File: src/rtl/dmem_pkg.sv
// -----------------------------------------------------------------------------
// dmem_pkg
// Shared types and constants for the data-memory arbiter.
//   arb_state_e        : arbiter FSM states (IDLE, BUSY)
//   DMEM_TIMEOUT_RDATA : read data returned to a master whose access timed out
//   dmem_req_t         : captured request (write, wstrb, addr, wdata) at the
//                        default 32-bit data-memory width
// -----------------------------------------------------------------------------
package dmem_pkg;

  typedef enum logic {
    IDLE = 1'b0,
    BUSY = 1'b1
  } arb_state_e;

  localparam int DMEM_XLEN   = 32;
  localparam int DMEM_STRB_W = DMEM_XLEN / 8;

  localparam logic [31:0] DMEM_TIMEOUT_RDATA = 32'hDEAD_BEEF;

  typedef struct packed {
    logic                   write;
    logic [DMEM_STRB_W-1:0] wstrb;
    logic [DMEM_XLEN-1:0]   addr;
    logic [DMEM_XLEN-1:0]   wdata;
  } dmem_req_t;

endpackage

File: src/rtl/dmem_rr_picker.sv
// -----------------------------------------------------------------------------
// dmem_rr_picker
// Combinational round-robin selector: scans the request vector starting at
// ptr and wrapping from N-1 back to 0, returning the first requester.
//   req  in  N   request vector
//   ptr  in  IW  scan start index (0..N-1)
//   any  out 1   at least one request is set
//   idx  out IW  index of the winning request (0 when any=0)
// -----------------------------------------------------------------------------
module dmem_rr_picker #(
  parameter int N  = 2,
  parameter int IW = 1
) (
  input  logic [N-1:0]  req,
  input  logic [IW-1:0] ptr,
  output logic          any,
  output logic [IW-1:0] idx
);

  // NOTE: every output of a combinational block gets a default before any
  // conditional assignment, otherwise synthesis infers a latch.
  always_comb begin
    int j;
    any = 1'b0;
    idx = '0;
    j   = 0;
    for (int k = 0; k < N; k++) begin
      // Modulo by subtraction: ptr + k never exceeds 2N-2, and N need not
      // be a power of two.
      j = int'(ptr) + k;
      if (j >= N) j = j - N;
      if (!any && req[j]) begin
        any = 1'b1;
        idx = IW'(j);
      end
    end
  end

endmodule

File: src/rtl/dmem_arbiter.sv
// -----------------------------------------------------------------------------
// dmem_arbiter
// N-to-1 round-robin arbiter from several dmem masters onto one dmem slave.
// The winning request is registered so the slave sees stable signals for the
// whole transaction; completion is passed back combinationally.
//
// Optional feature macro: DMEM_ARB_TIMEOUT_EN enables a BUSY watchdog that
// completes a hung access after TIMEOUT_CYCLES cycles with DEAD_BEEF read
// data and a one-cycle err_timeout pulse.
//
// Ports:
//   clk, rst_n        clock (rising edge), asynchronous active-low reset
//   m_valid/m_write   per-master request and write flag     [NUM_PORTS]
//   m_wstrb           packed strobes, master i at [i*STRB_W +: STRB_W]
//   m_addr/m_wdata    packed address / write data, master i at [i*XLEN +: XLEN]
//   m_ready           one-hot completion to the granted master
//   m_rdata           shared read data, valid alongside its m_ready bit
//   s_valid..s_wdata  registered downstream request
//   s_rdata/s_ready   downstream read data and completion
//   err_timeout       one-cycle watchdog pulse (0 without the macro)
// -----------------------------------------------------------------------------
module dmem_arbiter
  import dmem_pkg::*;
#(
  parameter int XLEN           = 32,
  parameter int NUM_PORTS      = 2,
  parameter int STRB_W         = XLEN / 8,
  parameter int TIMEOUT_CYCLES = 256
) (
  input  logic                        clk,
  input  logic                        rst_n,
  input  logic [NUM_PORTS-1:0]        m_valid,
  input  logic [NUM_PORTS-1:0]        m_write,
  input  logic [NUM_PORTS*STRB_W-1:0] m_wstrb,
  input  logic [NUM_PORTS*XLEN-1:0]   m_addr,
  input  logic [NUM_PORTS*XLEN-1:0]   m_wdata,
  output logic [NUM_PORTS-1:0]        m_ready,
  output logic [XLEN-1:0]             m_rdata,
  output logic                        s_valid,
  output logic                        s_write,
  output logic [STRB_W-1:0]           s_wstrb,
  output logic [XLEN-1:0]             s_addr,
  output logic [XLEN-1:0]             s_wdata,
  input  logic [XLEN-1:0]             s_rdata,
  input  logic                        s_ready,
  output logic                        err_timeout
);

  localparam int IDX_W = $clog2(NUM_PORTS);

  typedef struct packed {
    logic              write;
    logic [STRB_W-1:0] wstrb;
    logic [XLEN-1:0]   addr;
    logic [XLEN-1:0]   wdata;
  } req_t;

  arb_state_e       state_q, state_d;
  logic [IDX_W-1:0] grant_q, ptr_q, pick_idx;
  logic             pick_any;
  req_t             req_q, pick_req;
  logic             busy, done, timeout_fire;

  dmem_rr_picker #(
    .N  (NUM_PORTS),
    .IW (IDX_W)
  ) u_picker (
    .req (m_valid),
    .ptr (ptr_q),
    .any (pick_any),
    .idx (pick_idx)
  );

  // Fields of the current round-robin winner, ready to be captured.
  always_comb begin
    pick_req.write = m_write[pick_idx];
    pick_req.wstrb = m_wstrb[int'(pick_idx)*STRB_W +: STRB_W];
    pick_req.addr  = m_addr[int'(pick_idx)*XLEN +: XLEN];
    pick_req.wdata = m_wdata[int'(pick_idx)*XLEN +: XLEN];
  end

  assign busy = (state_q == BUSY);
  assign done = busy && (s_ready || timeout_fire);

`ifdef DMEM_ARB_TIMEOUT_EN
  localparam int CNT_W = (TIMEOUT_CYCLES > 2) ? $clog2(TIMEOUT_CYCLES) : 1;

  logic [CNT_W-1:0] wd_cnt_q;

  // Held at zero while IDLE, so every transaction starts counting from 0.
  always_ff @(posedge clk or negedge rst_n) begin
    if (!rst_n)          wd_cnt_q <= '0;
    else if (!busy)      wd_cnt_q <= '0;
    else if (!s_ready)   wd_cnt_q <= wd_cnt_q + 1'b1;
  end

  // A real s_ready in the limit cycle takes precedence over the watchdog.
  assign timeout_fire = busy && !s_ready &&
                        (wd_cnt_q == CNT_W'(TIMEOUT_CYCLES - 1));
`else
  logic unused_timeout_cfg;

  assign timeout_fire       = 1'b0;
  // Keeps the watchdog limit referenced when the watchdog is compiled out.
  assign unused_timeout_cfg = (TIMEOUT_CYCLES != 0);
`endif

  // NOTE: the reset branch clears the FSM and every data register, so the
  // registered s_* outputs are 0 straight out of reset, not just s_valid.
  always_ff @(posedge clk or negedge rst_n) begin
    if (!rst_n) state_q <= IDLE;
    else        state_q <= state_d;
  end

  always_comb begin
    state_d = state_q;
    unique case (state_q)
      IDLE:    if (pick_any) state_d = BUSY;
      BUSY:    if (done)     state_d = IDLE;
      default: state_d = IDLE;
    endcase
  end

  // NOTE: sequential state uses non-blocking assignments so all registers
  // update together from pre-edge values, independent of statement order.
  always_ff @(posedge clk or negedge rst_n) begin
    if (!rst_n) begin
      grant_q <= '0;
      ptr_q   <= '0;
      req_q   <= '0;
    end else if (state_q == IDLE && pick_any) begin
      grant_q <= pick_idx;
      req_q   <= pick_req;
    end else if (done) begin
      ptr_q <= (grant_q == IDX_W'(NUM_PORTS - 1)) ? '0 : grant_q + 1'b1;
    end
  end

  // Downstream request is only presented while BUSY; m_rdata is forced to 0
  // outside BUSY so stale slave data never reaches the masters.
  always_comb begin
    s_valid     = busy;
    s_write     = busy ? req_q.write : 1'b0;
    s_wstrb     = busy ? req_q.wstrb : '0;
    s_addr      = busy ? req_q.addr  : '0;
    s_wdata     = busy ? req_q.wdata : '0;
    m_ready     = done ? (NUM_PORTS'(1) << grant_q) : '0;
    m_rdata     = '0;
    if (busy) m_rdata = timeout_fire ? XLEN'(DMEM_TIMEOUT_RDATA) : s_rdata;
    err_timeout = timeout_fire;
  end

endmodule

File: config.mk
export PLATFORM = sky130hd
export DESIGN_NAME = dmem_arbiter
export DESIGN_NICKNAME = d
export VERILOG_FILES = /design/src/rtl/dmem_pkg.sv /design/src/rtl/dmem_rr_picker.sv /design/src/rtl/dmem_arbiter.sv
export SDC_FILE = /design/constraint.sdc
export NUM_CORES = 1
export LEC_CHECK = 0
export CORE_UTILIZATION = 37
export DETAILED_ROUTE_END_ITERATION = 8
export MAX_ROUTING_LAYER = met4
export PLACE_DENSITY = 0.92
export SLEW_MARGIN = 20
export SYNTH_ARGS = -nofsm -noshare
export SYNTH_HDL_FRONTEND = slang
export SYNTH_SLANG_ARGS = --single-unit
File: constraint.sdc
create_clock -name clk -period 1.7 [get_ports clk]
set_input_delay 0.34 -clock clk [delete_from_list [all_inputs] [get_ports clk]]
set_output_delay 0.34 -clock clk [all_outputs]
set_load 0.01 [all_outputs]
* Yosys cells after proc, flatten, opt, wreduce, memory -nomap -nowiden
Index checks and enable logic that the tools add are counted.
Operators by class: $lt $le $gt $ge 5, divide/modulo/power cells 0, $add $sub $neg 4, equality and inequality tests 0, reductions and logical operators 5, shifts and indexed selects 4, bitwise gates (word level) 2, multipliers 0, muxes and demuxes 24
Operators by type and width (number):
- $mux W32 | 5
- $shiftx A64 B7 Y32 | 2
- $lt A32 B3 Y1 const B | 2
- $ge A32 B3 Y1 const B | 1
- $sub A32 B3 Y32 const B | 1
- $mux W1 | 16
- $shiftx A8 B4 Y4 | 1
- $mux W4 | 1
- $logic_and A1 B1 Y1 | 3
- $sub A1 B2 Y3 const B | 1
- $add A1 B1 Y2 const B | 1
- $ge A1 B2 Y1 const B | 1
- $lt A1 B2 Y1 const B | 1
- $mux W2 | 1
- $not A1 Y1 | 2
- $pmux W1 S2 | 1
- $reduce_and A2 Y1 | 1
- $shl A1 B1 Y2 const A | 1
- $add A1 B1 Y1 const B | 1
- $logic_not A1 Y1 | 1
Storage, ports and cells: bits in latches 0, memories 0, output and inout port bits 105, memory bits (read-only) 0, word-level logic and storage cells 51, bits in writable memories 0, input port bits 175, bits in registers 72

* Longest topological paths before layout
depth after elaboration 12, gate-level depth with buffers 6, gate-level depth less buffers 3

* Hierarchy
From an unflattened synthesis, not the netlist that was laid out.
Second synthesis, totals: cells, all modules 351, area, all modules 4827.1 um2
Modules (own cells, without submodules):
- dmem_arbiter | seq. area each 1801.7 um2, area an instance 4809.6 um2, cells an instance 348, instances 1
- dmem_rr_picker | seq. area each 0.0 um2, area an instance 17.5 um2, cells an instance 3, instances 1

* Worst setup path before layout
No wires, ideal clock.
path type reg2out, start point register state_q, in the netlist s_valid, end point output port m_rdata[0], stages on the path, launching flop included 4, slack 306 ps, buffers on the path 2, required time 1360 ps, data arrival time 1054 ps, path through dfrtp_1 -> buf_2 -> clkbuf_1 -> and2_1
Between the ends: longest elaborated chain between the ends 1
RTL lines:
- start, declared | RTL line dmem_arbiter.sv:58 | arb_state_e state_q, state_d;
- start signal, assigned | RTL line dmem_arbiter.sv:112 | else state_q <= state_d;
- $mux W32 | RTL line dmem_arbiter.sv:149 | if (busy) m_rdata = timeout_fire ? XLEN'(DMEM_TIMEOUT_RDATA) : s_rdata;
- end, declared | RTL line dmem_arbiter.sv:38 | output logic [XLEN-1:0] m_rdata,
No other way between the ends.

* Worst setup path after layout
start point register state_q, in the netlist s_valid, end point output port s_addr[16]
Between the ends: longest elaborated chain between the ends 1
RTL lines:
- $mux W32 | RTL line dmem_arbiter.sv:145 | s_addr = busy ? req_q.addr : '0;
- end, declared | RTL line dmem_arbiter.sv:42 | output logic [XLEN-1:0] s_addr,
No other way between the ends.

==> flow_summary.toml <==
[finish]
drive_gt1_frac = 0.303
final_core_util = 0.668
nFillCells = 941
n_antenna_cell = 0
stdcell_count = 938
final_area_sq_mm = 0.00773
area_growth_pct = 74.4
finalNetCount = 965

[global_route]
busiest_layer = "met2"
grt_overflow = 0
use_met2 = 0.434
grt_use_met3 = 0.0457
grt_max_degree = 61
antenna_found_initial = 0
grt_pass1_vias = 4752
grt_pass1_wl_um = 24300
grt_usage = 0.253
grt_util_met1 = 0.303

[sta]
fin_skew_ns = 0.00768
finalHoldViolCount = 0
post-route-min-period_ns = 1.78
holdWs_ns = 0.461
slew_violations = 0
rsz0062_at_grt = "yes"
max_clock_freq_ghz = 0.563
setup_viol = 104
period_share = 1.04
setup_ws_ns = -0.0753

[clocking]
cts_buffers = 9
cts_num_sinks = 72
clk_pin_slew_ns = 0.06
clk_path_buf_depth = 2
clock_latency_ns = 0.33
cts_tree = "built"
htreeDepth = 3
root_buffer = "clkbuf_16"

[yosys]
synth.area.top_cells = "dfrtp_1, and2_1, a31oi_1"
synth_top_area_share = 0.407
ys_types = 23
netlist_area_sq_mm = 0.00443
syn_area_per_cell_sq_um = 8.52
yosysTopAreaCell = "dfrtp_1"
ys_ff_latch = 72
ys_seq_area_frac = 0.407
synth_fp_nets = 695
synthCells = 520
ys_warn_count = 0

[power]
p_total_uw = 10300
leakage_uw = 0.00326
peakVddDrop_v = 0.000710
pwr_density_cell_mw_per_mm2 = 1340

[die]
die_h_um = 111
ioPinCount = 280
start_util = 0.383
design.die.area_sq_mm = 0.0124
fp-row-count = 39
die_w_um = 111
fp.coreArea_sq_mm = 0.0116

[setup_path]
crit_type = "reg -> out"
worst_ep_required_time_ns = 1.36
cp_data_arrival_time_ns = 1.44
startpoint_type = "flip-flop"
cp_max_fo = 8
r2r_slack_ns = -0.01
cp-end-kind = "primary output"

[placement]
routabilityCongestion = 0.848
place_area_sq_mm = 0.00728
placed_cells = 904
port_buffers = 278
dp_hpwl_um = 10900

[route]
dr.pass1.iters = 8
ant_nets = 0
vias_per_cell = 5.33
routedWlPerCell_um = 18.1
drt_iter0_drc = 392
drcViolationCount = 38
vias = 5004
wl_um = 17000

[status]
failed_checks = "DRC, setup timing"
status = "complete, but fails checks"

[job]
cap_violations = 0

[hold_path]
min_path_type = "in -> async"
[logic make-up after synthesis]
| family | synth area share |
|---|---|
| other | 0.000846 |
| and+or+nand+nor | 0.304 |
| AOI/OAI and AO/OA | 0.197 |
| DFF | 0.407 |
| buffers and inverters | 0.0915 |
[worst paths after layout]
path,cells after the start,end,start
min,2,req_q[23],rst_n
max reg2reg,7,req_q[14],s_valid
max,5,s_addr[16],s_valid
min reg2reg,2,req_q[34],req_q[34]
max in group asynchronous,3,req_q[33],rst_n
min in group clk,2,req_q[34],req_q[34]
[per-layer routing]
metal  part of all wire  vias up
met5                  0        -
met4              0.020        0
met3              0.062       24
met2               0.51      240
met1               0.41     2397
li1                   -     2343
[critical path, cell delays in order, from the launching register on]
cell	delay [ns]
dfrtp_2	0.41
buf_12	0.14
buf_12	0.14
clkbuf_16	0.16
and2_1	0.14
clkbuf_2	0.13
[state kept, by name, indices dropped and copies added (netlist names)]
signal / cells
ptr_q: 1
grant_q: 1
s_valid: 1
req_q: 69
[final cells by class]
type / count / area [sq um] / share of cell area
Inverter: 2 / 7.51 / 0.000972
Tap cell: 143 / 179 / 0.0232
Clock buffer: 10 / 239 / 0.0309
Clock inverter: 6 / 82.6 / 0.0107
Timing Repair Buffer: 316 / 3090 / 0.400
Sequential cell: 72 / 1800 / 0.233
Multi-Input combinational cell: 389 / 2320 / 0.301
[timing repair]
| item | 4_1_cts | 5_1_grt |
|---|---|---|
| hold endpoints to repair | 19 | 0 |
| gates cloned | 0 | 11 |
| endpoints found under the setup margin | 104 | 101 |
| setup buffers | 0 | 6 |
| hold buffers | 1 | 0 |
| gates resized for setup | 150 | 240 |
[cell usage in the layout (no fill, tap or decap), types with 2 or more instances in the layout]
master / netlist / layout
a31oi_1: 60 / 60
a31oi_2: 9 / 9
and2_1: 101 / 64
and2_4: 0 / 37
buf_12: 4 / 14
buf_2: 17 / 12
buf_4: 3 / 12
buf_6: 10 / 38
buf_8: 1 / 4
bufinv_16: 0 / 2
clkbuf_16: 0 / 15
clkbuf_2: 0 / 56
clkdlybuf4s50_1: 0 / 172
clkinv_2: 0 / 3
dfrtp_1: 72 / 71
inv_2: 2 / 2
nand3_1: 69 / 69
nor2_1: 41 / 41
nor2_2: 30 / 30
o21ai_0: 71 / 71
[per-stage QoR]
stage | setup slack (ns) | TNS [ns]
2_1_floorplan | 0.306 | 0
3_3_place_gp | -0.198 | -2.95
3_5_place_dp | -0.205 | -3.96
4_1_cts | -0.301 | -15.29
5_1_grt | -0.110 | -8.11
6_report | -0.0753 | -4.20
[where the power goes]
part | switching [uW] | internal, uW | total [uW]
combinational | 2480 | 2940 | 5420
sequential | 437 | 2440 | 2880
clock | 723 | 1320 | 2040
[synth_stat cells]
| library cell | count |
|---|---|
| and2_1 | 101 |
| dfrtp_1 | 72 |
| o21ai_0 | 71 |
| nand3_1 | 69 |
| a31oi_1 | 60 |
| nor2_1 | 41 |
| nor2_2 | 30 |
| clkbuf_1 | 22 |
| buf_2 | 17 |
| buf_6 | 10 |
| a31oi_2 | 9 |
| buf_12 | 4 |
| buf_4 | 3 |
| inv_2 | 2 |
| a21oi_1 | 1 |
| a32o_1 | 1 |
| and2b_4 | 1 |
| and3_1 | 1 |
| buf_8 | 1 |
| conb_1 | 1 |
| nand2_1 | 1 |
| nand2b_1 | 1 |
| o21ba_4 | 1 |
Power figures use the tool's default switching activity.
